[config.mk]
export PLATFORM = sky130hd
export DESIGN_NAME = sevenseg_scan_driver
export DESIGN_NICKNAME = d
export VERILOG_FILES = /design/src/rtl/sevenseg_scan_driver.sv
export SDC_FILE = /design/constraint.sdc
export NUM_CORES = 1
export LEC_CHECK = 0
export BUFFER_PORTS_ARGS = -buffer_cell sky130_fd_sc_hd__buf_2
export CAP_MARGIN = 20
export CORE_AREA = 2 2 84 86
export CTS_CLUSTER_SIZE = 24
export DETAILED_ROUTE_END_ITERATION = 12
export DIE_AREA = 0 0 86 88
export GPL_ROUTABILITY_DRIVEN = 0
export SLEW_MARGIN = 20
export SYNTH_ARGS = -nofsm -noshare
export SYNTH_HDL_FRONTEND = slang
export SYNTH_SLANG_ARGS = --single-unit
[constraint.sdc]
create_clock -name clk -period 2.7 [get_ports clk]
set_input_delay 0.405 -clock clk [delete_from_list [all_inputs] [get_ports clk]]
set_output_delay 0.405 -clock clk [all_outputs]
set_load 0.005 [all_outputs]
[src/rtl/sevenseg_scan_driver.sv]
// sevenseg_scan_driver
// Time-multiplexed driver for a bank of common-anode seven-segment digits.
// A shadow register holds the displayed hex value. One digit is selected per
// refresh slot, and the first GUARD clocks of each slot keep every anode off
// to stop ghosting. Every output is registered, so the outputs lag the
// (cnt, idx, shadow) state by one clock.
module sevenseg_scan_driver #(
  parameter int DIGITS         = 4,
  parameter int REFRESH_DIV    = 50000,
  parameter int GUARD          = 1,
  parameter bit SEG_ACTIVE_LOW = 1'b1,
  parameter bit AN_ACTIVE_LOW  = 1'b1,
  parameter bit INVERT_IN      = 1'b0
) (
  input  logic                  clk,
  input  logic                  rstN,
  input  logic                  load,
  input  logic [4*DIGITS-1:0]   value,
  input  logic [DIGITS-1:0]     dpIn,
  input  logic                  blankLead,
  input  logic                  enable,
  output logic [6:0]            disp,
  output logic                  dp,
  output logic [DIGITS-1:0]     anode,
  output logic                  scanTick
);

  localparam int CNT_W = (REFRESH_DIV > 1) ? $clog2(REFRESH_DIV) : 1;
  localparam int IDX_W = (DIGITS > 1) ? $clog2(DIGITS) : 1;
  localparam logic [CNT_W-1:0] CNT_LAST  = CNT_W'(REFRESH_DIV - 1);
  localparam logic [CNT_W-1:0] CNT_GUARD = CNT_W'(GUARD);
  localparam logic [IDX_W-1:0] IDX_LAST  = IDX_W'(DIGITS - 1);

  logic [4*DIGITS-1:0] shadow;
  logic [DIGITS-1:0]   dpShadow;
  logic [CNT_W-1:0]    cnt;
  logic [IDX_W-1:0]    idx;

  logic                cntWrap;
  logic                idxWrap;
  logic [3:0]          curNibble;
  logic                curDp;
  logic                upperZero;
  logic                blankDigit;
  logic                slotActive;
  logic [DIGITS-1:0]   anodeSel;
  logic [DIGITS-1:0]   anodeNext;
  logic [6:0]          segsNext;
  logic                dpNext;

  assign cntWrap = (cnt == CNT_LAST);
  assign idxWrap = (idx == IDX_LAST);

  // Capture the displayed value. Polarity inversion of the input happens here, so the rest of the logic sees true hex.
  always_ff @(posedge clk or negedge rstN) begin
    if (!rstN) begin
      shadow   <= '0;
      dpShadow <= '0;
    end else if (load) begin
      shadow   <= value ^ {(4*DIGITS){INVERT_IN}};
      dpShadow <= dpIn;
    end
  end

  // Prescaler and digit index. The scan keeps running while the display is disabled.
  always_ff @(posedge clk or negedge rstN) begin
    if (!rstN) begin
      cnt <= '0;
      idx <= '0;
    end else if (cntWrap) begin
      cnt <= '0;
      idx <= idxWrap ? '0 : idx + 1'b1;
    end else begin
      cnt <= cnt + 1'b1;
    end
  end

  // Select the current digit, work out leading-zero blanking, and gate the anode with the guard and enable.
  always_comb begin
    curNibble = 4'h0;
    curDp     = 1'b0;
    upperZero = 1'b1;
    anodeSel  = '0;
    for (int j = 0; j < DIGITS; j++) begin
      if (IDX_W'(j) == idx) begin
        curNibble   = shadow[4*j +: 4];
        curDp       = dpShadow[j];
        anodeSel[j] = 1'b1;
      end
      if ((IDX_W'(j) >= idx) && (shadow[4*j +: 4] != 4'h0)) begin
        upperZero = 1'b0;
      end
    end
    blankDigit = blankLead && (idx != '0) && upperZero;
    slotActive = enable && (cnt >= CNT_GUARD);
    anodeNext  = slotActive ? anodeSel : '0;
  end

  // Active-high gfedcba decode. A blanked digit turns off every segment and the dp.
  always_comb begin
    segsNext = 7'b0000000;
    case (curNibble)
      4'h0: segsNext = 7'b0111111;
      4'h1: segsNext = 7'b0000110;
      4'h2: segsNext = 7'b1011011;
      4'h3: segsNext = 7'b1001111;
      4'h4: segsNext = 7'b1100110;
      4'h5: segsNext = 7'b1101101;
      4'h6: segsNext = 7'b1111101;
      4'h7: segsNext = 7'b0000111;
      4'h8: segsNext = 7'b1111111;
      4'h9: segsNext = 7'b1101111;
      4'hA: segsNext = 7'b1110111;
      4'hB: segsNext = 7'b1111100;
      4'hC: segsNext = 7'b0111001;
      4'hD: segsNext = 7'b1011110;
      4'hE: segsNext = 7'b1111001;
      default: segsNext = 7'b1110001;
    endcase
    dpNext = curDp;
    if (blankDigit) begin
      segsNext = 7'b0000000;
      dpNext   = 1'b0;
    end
  end

  // Output registers. Board polarity is applied only at this stage.
  always_ff @(posedge clk or negedge rstN) begin
    if (!rstN) begin
      disp     <= {7{SEG_ACTIVE_LOW}};
      dp       <= SEG_ACTIVE_LOW;
      anode    <= {DIGITS{AN_ACTIVE_LOW}};
      scanTick <= 1'b0;
    end else begin
      disp     <= segsNext ^ {7{SEG_ACTIVE_LOW}};
      dp       <= dpNext ^ SEG_ACTIVE_LOW;
      anode    <= anodeNext ^ {DIGITS{AN_ACTIVE_LOW}};
      scanTick <= cntWrap && idxWrap;
    end
  end

endmodule

==> results of run 1 <==
-- stage by stage --
step	std cells	total power, mW	setup WS, ns
2_1_floorplan	230	0.976	0.520
3_3_place_gp	343	1.06	0.448
3_5_place_dp	343	1.06	0.366
4_1_cts	351	1.52	0.348
5_1_grt	351	1.57	0.0852
6_report	351	1.50	0.317
-- path summary, 6_finish.rpt --
kind                       startpoint          end  depth (start not counted)
max                            idx[1]      disp[3]                          8
min                              rstN  dpShadow[0]                          1
max reg2reg                    idx[1]      disp[3]                          8
min reg2reg                    cnt[7]       cnt[7]                          1
max in group asynchronous        rstN      disp[4]                          2
min in group clk              dpIn[2]  dpShadow[2]                          2
-- cell families after synthesis --
kind of cell,after synthesis
mux,24
compound gates,24
fa+ha+maj,14
simple gates,85
flops,51
buf+inv,18
xor+xnor,14
-- worst reg2reg max path, stage by stage (launching register included) --
cell     delay [ns]
dfrtp_1        0.43
ha_1           0.47
nor2_1         0.17
a31oi_1        0.46
inv_1          0.17
ha_1           0.28
nand2_1        0.07
and4_1         0.20
a41oi_2        0.04
-- where the power goes --
group | internal, mW | switching (mW) | leakage (nW) | total (mW)
logic | 0.0947 | 0.0925 | 0.621 | 0.187
registers | 0.828 | 0.0296 | 0.611 | 0.857
clock network | 0.207 | 0.246 | 0.0482 | 0.453
total | 1.13 | 0.368 | 1.28 | 1.50
-- cell usage in the layout, fill, tap and decap left out, types with 8 or more instances in the layout --
| cell type | n |
|---|---|
| inv_1 | 10 |
| dfstp_2 | 12 |
| nor2_1 | 16 |
| buf_2 | 36 |
| dfrtp_1 | 39 |
| xnor2_1 | 8 |
| mux2_2 | 20 |
| ha_1 | 14 |
| nand2_1 | 27 |
-- flip-flops by register name (all words and copies together), names as in the netlist --
signal / cells
idx: 2
scanTick: 1
disp: 7
dp: 1
dpShadow: 4
cnt: 16
anode: 4
shadow: 16
-- routing by layer --
metal	up-vias	global-route usage	share of wire
met1	849	0.223	0.54
met5	-	0	0
li1	879	-	-
met4	0	0.0678	0.022
met2	42	0.195	0.40
met3	8	0.0358	0.038
-- cell type report --
type / count / share of cell area
inverters: 10 / 0.0128
repair buffers: 41 / 0.0742
clock inverters: 1 / 0.00171
multi-input cells: 161 / 0.408
clock buffers: 7 / 0.0294
flip-flops and latches: 51 / 0.440
well taps: 80 / 0.0341
==> results.txt, run 1 <==
The number of vias in the routed layout is ~1800. The core area is roughly 6600 um2. The cell class contributing the biggest share of worst-path delay is adder cells. Measured along the x axis, the die boundary spans 86 um. In this run the deepest clock path goes through 2 buffers. The dominant cell by count in the synthesized netlist is dfrtp_1.

The initial antenna violation count came out at 0. The pin count of the biggest net entering global routing is 47. The die outline height is 88 um. Setup repair after global routing left no endpoint under its margin. In this run the worst hold path is classified as input port to async pin. The first routing iteration left 60 violations. The synthesis-to-finish area growth is 14.1%. The number of inserted diodes came out at 0. The starting density of the core came out at 0.387. The number of synthesized flops with an enable pin came out at 0.

The leakage power summed over all cells is about 1.3 nW. The flip-flop and latch count after synthesis came out at around 50. After routing the design area is around 2900 um2. The timing-limited maximum frequency came out at ~420 MHz. The share of the synthesized area in the top cell type came out at 0.379. The remaining antenna violation count came out at 0. The detailed placer's ending HPWL is between 3000 and 4000 um. The path type of the worst setup path is register to register. The via count of the first global-routing pass is around 1700.

The deepest level of the CTS H-tree came out at 2. The final cell utilization of the core came out at 0.442. The dominant combinational cell family by area after synthesis is simple AND/OR/NAND/NOR gates.

Summing every instance area after synthesis gives 2570 um2. The fraction of the mapped netlist area in adder cells is 0.0681. The delay of the slowest cell on the worst path came out at roughly 0.47 ns. After detailed routing, the number of vias per cell comes to between 5 and 6.

The tightest hold path in the finished design has a slack of roughly 0.094 ns. The mux cell area share after synthesis is 0.103. In the routed design, unresolved DRC markers number 0. The sequential cell area came out at between 1000 and 1500 um2.

Buffers placed on the I/O ports in this run total 37. The synthesized area per cell is 11.2 um2. The relative slew slack came out at 0.619. The die area is ~7600 um2. For this design, the slowest cell found on the critical path is ha_1.

The per-cell routed wire length came out at around 15 um. The count of endpoints failing hold in the final timing report is 0. The total track usage is 0.147.

Once placement finished, the instance area stood at 2840 um2. The count of buffer and inverter cells on the critical path is 1. The number of post-CTS setup repair buffers is 0. The xor/xnor share of the synthesized area is 0.0477.

Among the stages of the critical path, the cell type that occurs most often is ha_1. The signal on the critical path passes through ha_1, nor2_1, a31oi_1, inv_1, ha_1, nand2_1, and4_1, a41oi_2. The clock slew seen by the registers of the worst setup and hold paths came out at ~0.090 ns. Summing all multi-input logic gate instances after layout gives between 1000 and 1500 um2. For the finished layout, the period the worst path requires is approximately 2.4 ns. For this run, the register share of the synthesized area comes to 0.502.

The quantity of gates resized following cts is 0. The worst reg-to-reg setup slack is roughly 0.32 ns. Setup violations remaining at the end of the flow were counted as 0. The number of max-cap violations is 0. For this design the top-level I/O count stands at 38. STA classifies the critical path startpoint as a register. In this run, CTS created clock tree buffers numbering 5.

TritonCTS built the clock tree. The total negative slack for setup checks came out at 0 ns. After technology mapping, the gate count stands at 230. The first-pass iteration count of the detailed router is 4. The data required time at the worst endpoint is between 2 and 3 ns. The number of buffers added to fix hold violations after cts came out at 0. Data arrives at the worst endpoint at approximately 2.6 ns. The wire length of the first global-routing pass is about 8600 um.

Of all nets on the critical path, the largest fanout is 13. The simple logic cell fraction of the synthesized area is 0.173. The power per unit of standard cell area came out at 510 nW/um2. In the synthesized netlist the async set-or-reset flop fraction comes to 1.00.

The filler cell count is 644. The clock latency on the worst-skew pair is between 0.3 and 0.4 ns. Of all cell types, the one taking the most synthesized area is dfrtp_1.

The number of nets at the end of the flow is 309. By count the netlist is led by dfrtp_1, nand2_1, mux2_2. CTS placed an instance of clkbuf_8 at the clock tree root. The flow ran to the end, and the final reports show no timing, DRC or antenna violations. The area fraction in compound gates after synthesis came to 0.0734. The slew at the pin closest to its max-slew limit came out at between 0.5 and 0.6 ns.

In the post-synthesis netlist, the biggest area contributors are dfrtp_1, dfstp_2, mux2_2, ha_1, nand2_1. The post-synth net total came out at around 270. The number of sinks on the clock net is slightly above 50.

The count of pins over their slew limit came out at 0. On the final layout, the worst clock skew is roughly 0.011 ns. The share of post-route cells with drive strength above 1 is 0.321. The overall overflow remaining after global route came out at 0. The share of the cycle needed by the critical path after routing is 0.883. The total length of routed wires came out at slightly above 5000 um. The worst voltage drop across the vdd grid is roughly 0.00017 V.

The number of rows created at floorplan is 30. The warning count from the yosys run came out at 0. The netlist uses between 40 and 50 different library cells. The kind of end point of the critical path is a register.

The most used flip-flop cell after synthesis is dfrtp_1.
Power figures use the tool's default switching activity.
==> inputs of run 2 (changes only) <==
--- a/config.mk
+++ b/config.mk
@@ -8,8 +8,8 @@
 export BUFFER_PORTS_ARGS = -buffer_cell sky130_fd_sc_hd__buf_2
 export CAP_MARGIN = 20
-export CORE_AREA = 2 2 84 86
+export CORE_AREA = 2 2 92 94
 export CTS_CLUSTER_SIZE = 24
 export DETAILED_ROUTE_END_ITERATION = 12
-export DIE_AREA = 0 0 86 88
+export DIE_AREA = 0 0 94 96
 export GPL_ROUTABILITY_DRIVEN = 0
 export SLEW_MARGIN = 20
==> constraint.sdc (replaced) <==
create_clock -name clk -period 2.62 [get_ports clk]
set_input_delay 0.524 -clock clk [delete_from_list [all_inputs] [get_ports clk]]
set_output_delay 0.524 -clock clk [all_outputs]
set_load 0.005 [all_outputs]
==> run 2 against run 1 <==
  * Clock skew fell by 0.0051 ns
  * Die area increased by 19%
  * Wire length is 1.1% lower
  * Worst setup slack got worse by 0.014 ns
  * Flip-flop and latch count did not move
  * Power barely moved
  * Count of clock-buffer cells in the layout unchanged
  * Via count fell by 0.17%
  * Final cell count rose by 7.4%
  * Clock power decreased by 7.1%
  * Critical endpoint unchanged
==> results.txt, run 2 (same netlist as run 1, synthesis figures left out) <==
The critical path goes through ha_1, nor2_1, a31oi_1, inv_1, ha_1, nand2_1, and4_1, a41oi_2. The relative slew slack is 0.659 (+0.0402). The multi-input combinational cell area came out at 1200 um2 (unchanged).

The post-route minimum period is 2.32 ns (-0.0663 ns). The width of the chip is 94 um (+9.3%). The overall overflow remaining after global route came out at 0 (unchanged). In this run the critical register-to-register path is captured at disp[3]. The number of standard cells in the final layout excluding fillers is 377 (+7.4%). The slew at the pin closest to its max-slew limit came to 0.509 ns (-0.0626 ns).

The die outline height is 96 um (+9.1%). The total track usage is 0.124 (-0.0233). The quantity of gates resized following cts is 0 (unchanged).

The path type of the worst setup path is register to register. The number of post-CTS setup repair buffers came out at 0 (unchanged). The arrival time at the worst endpoint came out at 2.52 ns (-0.08 ns). TritonCTS built the clock tree.

The leakage power summed over all cells is 1.28 nW (-0.11%). The worst reg-to-reg setup slack came to 0.30 ns (about the same). The worst slack on hold paths is 0.0656 ns (-0.0281 ns). The number of vias in the routed layout is 1775 (-0.17%). STA classifies the critical path startpoint as a register. The number of max-cap violations is 0 (unchanged). The worst-path maximum fanout is 13 (unchanged). The count of endpoints failing hold in the final timing report is 0 (unchanged). The clock skew after layout is 0.00593 ns (-0.00507 ns).

The maximum count of clock buffers along a single path is 2 (unchanged). Among the stages of the critical path, the cell type that occurs most often is ha_1. The core area is 8050 um2 (+21%). Setup repair after global routing left no endpoint under its margin.

Leaving out fill and tap cells, the most frequent cells in the layout are dfrtp_1, buf_2, nand2_1. The deepest level of the CTS H-tree came out at 2 (unchanged). In this run the critical register-to-register path is launched from idx[0]. In the final layout, the registers with the most flip-flops are cnt: 16 flops, shadow: 16 flops, disp: 7 flops. The starting density of the core came out at 0.320 (-0.0677).

On the critical path, the stage with the largest delay is an instance of ha_1. The most frequent standard cell in the layout excluding fill and tap cells is dfrtp_1. The pin count of the biggest net entering global routing is 23 (-51%). The via count of the first global-routing pass came out at 1794 (+3.9%). The clock latency on the worst-skew pair is 0.30 ns (about the same). The top-level I/O count was 38 (unchanged). The clock slew seen by the registers of the worst setup and hold paths came out at 0.08 ns (about the same). The initial antenna violation count is 0 (unchanged). The die area came out at 9020 um2 (+19%).

The detailed placer's ending HPWL came out at 3940 um (+6.0%). In this run the worst hold path is classified as input port to async pin. The remaining antenna violation count is 0 (unchanged). The wire length of the first global-routing pass came out at 8730 um (+1.1%).

The depth of the most critical reg-to-reg path came out at 8 (unchanged). The data required time at the worst endpoint is 2.83 ns (-0.09 ns). The share of post-route cells with drive strength above 1 came out at 0.320 (-0.00118). The delay of the slowest cell on the worst path is 0.46 ns (about the same). The total length of routed wires came to 5040 um (-1.1%). The number of nets at the end of the flow came to 310 (+0.32%). The total negative slack for setup checks is 0 ns (unchanged). CTS placed an instance of clkbuf_8 at the clock tree root.

The flow ran to the end, and the final reports show no timing, DRC or antenna violations. The number of sinks on the clock net came out at 51 (unchanged). The power per unit of standard cell area is 506 nW/um2 (-0.82%). The number of inserted diodes came out at 0 (unchanged). The per-cell routed wire length was 13.4 um (-7.9%). The total of endpoints with negative setup slack in the final report is 0 (unchanged). The number of buffers added to fix hold violations after cts was 0 (unchanged).

The DRC marker count from the first detailed-route iteration came to 68 (+13%). The number of rows created at floorplan came to 33 (+10%). STA classifies the critical path endpoint as a register. The synthesis-to-finish area growth came out at 15.1%. The total placed cells including tap cells is 369 (+7.6%). The share of the cycle needed by the critical path after routing came out at 0.884 (+0.00165). The number of design rule violations left after detail routing came out at 0 (unchanged). The sequential cell area was 1290 um2 (unchanged).

The count of input and output buffers is 37 (unchanged). The via density per instance came out at 4.71 (-7.1%). The first-pass iteration count of the detailed router came out at 4 (unchanged).

The worst voltage drop across the vdd grid is 0.000169 V (-1.0%). The filler cell count is 819 (+27%). The count of pins over their slew limit is 0 (unchanged).

The number of buffers added by the clock tree synthesis step is 5 (unchanged). The timing-limited maximum frequency came to 432 MHz (+2.9%).
[run 2: cell types whose count changed in the layout (fill, tap and decap cells not counted), sizes merged]
| cell | previous run | this run |
|---|---|---|
| buf | 41 | 42 |
[run 2: routing by layer]
| metal | share of wire | wire (um) | global-route usage | vias to the layer above |
|---|---|---|---|---|
| met2 | 0.50 | 2520 | 0.211 | 34 |
| li1 | - | - | - | 878 |
| met1 | 0.45 | 2240 | 0.156 | 855 |
| met4 | 0.017 | 85 | 0.0423 | 0 |
| met5 | 0 | 0 | 0 | - |
| met3 | 0.038 | 190 | 0.0274 | 8 |
[run 2: worst max-delay path: cells and delay by family (launching register included)]
family / cells / cell delay [ns]
DFF: 1 / 0.42
buffers and inverters: 1 / 0.16
AOI/OAI and AO/OA: 2 / 0.47
adders and majority gates: 2 / 0.73
and+or+nand+nor: 3 / 0.45
[run 2: where the power goes]
group | leakage (nW) | switching, mW | internal (mW) | total [mW]
combinational | 0.626 | 0.0953 | 0.0977 | 0.193
sequential | 0.611 | 0.0320 | 0.853 | 0.885
clock | 0.0422 | 0.233 | 0.188 | 0.421
total | 1.28 | 0.360 | 1.14 | 1.50
[run 2: worst max path at each step]
| stage | start | end | slack (ns) | cells past startpoint |
|---|---|---|---|---|
| floorplan | idx[0] | disp[3] | 0.44 | 10 |
| global placement | idx[1] | disp[3] | 0.36 | 8 |
| detailed placement | idx[1] | disp[3] | 0.31 | 10 |
| CTS | idx[0] | disp[3] | 0.30 | 8 |
| global route | idx[0] | disp[3] | 0.01 | 8 |
| finish | idx[0] | disp[3] | 0.30 | 8 |
[run 2: stage by stage]
stage	setup slack (ns)	instance area (um2)	power, mW	utilization
after floorplan	0.440	2570	1.01	-
after global placement	0.358	2880	1.10	0.358
after detailed placement	0.313	2880	1.10	0.358
after CTS	0.297	2960	1.54	0.368
after global routing	0.0137	2960	1.60	0.368
final	0.303	2960	1.50	0.368
[run 2: final cells by class]
type                       count  share of cell area
clock buffer                   7              0.0258
clock inverter                 1             0.00169
inverter                      10              0.0127
multi-input combinational    161               0.404
sequential                    51               0.436
tap                          105              0.0444
timing repair buffer          42              0.0752
==> inputs of run 3 (changes only) <==
==> constraint.sdc (replaced) <==
create_clock -name clk -period 2.62 [get_ports clk]
set_input_delay 0.131 -clock clk [delete_from_list [all_inputs] [get_ports clk]]
set_output_delay 0.131 -clock clk [all_outputs]
set_load 0.005 [all_outputs]
==> run 3 against run 2 <==
  * Non-clock buffer count is the same
  * Worst setup slack better by 0.075 ns
  * Clock power rose by 38%
  * Wire length is 1.7% higher
  * Critical path depth unchanged
  * Register-to-register slack gained 0.08 ns
==> results.txt, run 3 (same netlist as run 1, synthesis figures left out) <==
The share of post-route cells with drive strength above 1 was 0.327 (+0.00735). The worst voltage drop across the vdd grid came out at 0.000240 V (+42%). The width of the chip is 94 um (unchanged). The clock latency on the worst-skew pair came to 0.30 ns (about the same). The leakage power summed over all cells came out at 1.30 nW (+1.6%). The largest registers in the layout are cnt: 16 flops, shadow: 16 flops, disp: 7 flops.

The overall overflow remaining after global route is 0 (unchanged). On the critical path, the stage with the largest delay is an instance of ha_1. The total length of routed wires came out at 5130 um (+1.7%). The sum of met2 wire segment lengths after detailed routing came to 2630 um (+4.5%). STA classifies the critical path endpoint as a register.

The worst setup path is launched from a register. The via density per instance came to 4.79 (+1.6%). The maximum count of clock buffers along a single path is 2 (unchanged). The wire length of the first global-routing pass is 8710 um (-0.16%). The power per unit of standard cell area is 552 nW/um2 (+9.0%). The cell repeated most along the worst path is ha_1. The number of buffers added by the clock tree synthesis step is 5 (unchanged). The delay of the slowest cell on the worst path is 0.46 ns (about the same).

The total negative slack for setup checks came out at 0 ns (unchanged). The via count of the first global-routing pass came out at 1748 (-2.6%). The number of max-cap violations is 0 (unchanged). The total of endpoints with negative setup slack in the final report came to 0 (unchanged). The count of endpoints failing hold in the final timing report is 0 (unchanged). After detailed routing, no signal wire sits above met4. The net switching share of the total power came out at 0.238 (-0.00235). The remaining antenna violation count came to 0 (unchanged).

The DRC marker count from the first detailed-route iteration is 108 (+59%). Leaving out fill and tap cells, the most frequent cell in the layout is dfrtp_1. The number of sinks on the clock net came out at 51 (unchanged). The worst setup path is of the register to register kind. The flow ran to the end, and the final reports show no timing, DRC or antenna violations. The signal on the critical path passes through ha_1, nor2_1, a31oi_1, inv_1, ha_1, nand2_1, and4_1, a41oi_2. The clock slew seen by the registers of the worst setup and hold paths is 0.10 ns (+0.02 ns). The met1 layer wirelength in the final routing is 2270 um (+1.3%). The timing-limited maximum frequency is 446 MHz (+3.4%).

The top-level I/O count is 38 (unchanged). The die outline height came to 96 um (unchanged). The part of the total power dissipated in combinational logic came to 0.116 (-0.013). The number of inserted diodes came out at 0 (unchanged). The power spent charging and discharging nets came out at 0.396 mW (+9.8%). The worst-path maximum fanout is 13 (unchanged). The initial antenna violation count is 0 (unchanged). The clock skew after layout was 0.00670 ns (+0.000768 ns). The first-pass iteration count of the detailed router came out at 4 (unchanged). The number of nets at the end of the flow came out at 310 (unchanged). The number of design rule violations left after detail routing came out at 0 (unchanged). The count of input and output buffers came out at 37 (unchanged). The share of the cycle needed by the critical path after routing is 0.855 (-0.0287). The clock share of power is 0.351 (+0.070). The post-route minimum period came out at 2.24 ns (-0.0753 ns).

The number of rows created at floorplan came out at 33 (unchanged). The overall power of the completed layout came to 1.66 mW (+11%). The arrival time at the worst endpoint came out at 2.48 ns (-0.04 ns). In the layout the commonest cells are dfrtp_1, buf_2, nand2_1.

The starting density of the core is 0.320 (unchanged). The relative slew slack is 0.599 (-0.0606). The detailed placer's ending HPWL was 3870 um (-1.6%). The pin count of the biggest net entering global routing came out at 49 (+110%). The sequential share of power is 0.533 (-0.058). The deepest level of the CTS H-tree was 2 (unchanged). The worst slack on hold paths came out at 0.0513 ns (-0.0143 ns).

The filler cell count came out at 795 (-2.9%). The worst register-to-register path begins at idx[0]. TritonCTS built the clock tree. The count of buffer and inverter cells on the critical path came out at 1 (unchanged).

The synthesis-to-finish area growth came out at 17.1%. The core area came out at 8050 um2 (unchanged). The count of pins over their slew limit came out at 0 (unchanged).

The cell family contributing the most delay on the critical path is adder cells. The startpoint identified for the worst hold timing path is dpIn[2]. The die area came out at 9020 um2 (unchanged). The per-cell routed wire length was 13.6 um (+1.7%). In this run the worst setup path begins at idx[0]. The data required time at the worst endpoint is 2.85 ns (+0.02 ns). The number of vias in the routed layout came out at 1804 (+1.6%). The design internal power is 1.27 mW (+11%).

In this run the clock root is driven by a clkbuf_8. The tightest min-delay check is of the input port to register type. The slew at the pin closest to its max-slew limit is 0.602 ns (+0.0933 ns). The total track usage came out at 0.124 (about the same). The routed wire length on met3 came out at 182 um (-4.2%).

Setup repair after global routing left no endpoint under its margin.
## run 3: cell count changes in the layout (fill, tap and decap cells not counted)
cell / change
clkbuf_1: -2
a31oi_1: -1
a31oi_2: +1
buf_2: -1
bufinv_16: +1
clkbuf_8: +1
clkinv_2: -1
dlygate4sd3_1: +1
inv_6: +1
## run 3: power groups by stage
stage / combinational, mW / clock, mW / sequential [mW]
6_report: 0.193 / 0.583 / 0.885
4_1_cts: 0.195 / 0.604 / 0.887
3_3_place_gp: 0.193 / 0 / 0.901
3_5_place_dp: 0.194 / 0 / 0.902
2_1_floorplan: 0.113 / 0 / 0.892
5_1_grt: 0.222 / 0.633 / 0.892
## run 3: cell type report
| cell class | count | area [um2] | share of cell area |
|---|---|---|---|
| Sequential cell | 51 | 1290 | 0.429 |
| Multi-Input combinational cell | 161 | 1200 | 0.400 |
| Timing Repair Buffer | 42 | 228 | 0.0756 |
| Tap cell | 105 | 131 | 0.0436 |
| Clock buffer | 6 | 82.6 | 0.0274 |
| Clock inverter | 2 | 38.8 | 0.0129 |
| Inverter | 10 | 37.5 | 0.0125 |
## run 3: what timing repair did
item,CTS,global route
buffers inserted,0,0
resized for setup,0,1
hold buffers,0,1
endpoints found under the setup margin,0,2
endpoints found under the hold margin,0,39
## run 3: metrics by stage
stage / instance area [um2] / utilization / cells / worst slack, ns
after floorplan: 2570 / - / 230 / 0.440
after global placement: 2870 / 0.357 / 368 / 0.375
after detailed placement: 2870 / 0.357 / 368 / 0.296
after CTS: 2990 / 0.372 / 376 / 0.268
after global routing: 3010 / 0.374 / 377 / 0.0795
final: 3010 / 0.374 / 377 / 0.379
## run 3: path summary, 6_finish.rpt
check	cells past startpoint	endpoint	slack, ns
worst min register to register	1	cnt[7]	0.50
worst max register to register	8	disp[3]	0.38
min in group asynchronous	2	dpShadow[3]	0.37
worst min-delay path	2	dpShadow[2]	0.05
worst max-delay path	8	disp[3]	0.38
max in group asynchronous	3	disp[5]	1.66
## run 3: metal layers
metal,GRT usage,vias up
met5,0,-
met4,0.0290,0
met3,0.0266,4
met2,0.208,30
met1,0.164,886
li1,-,884
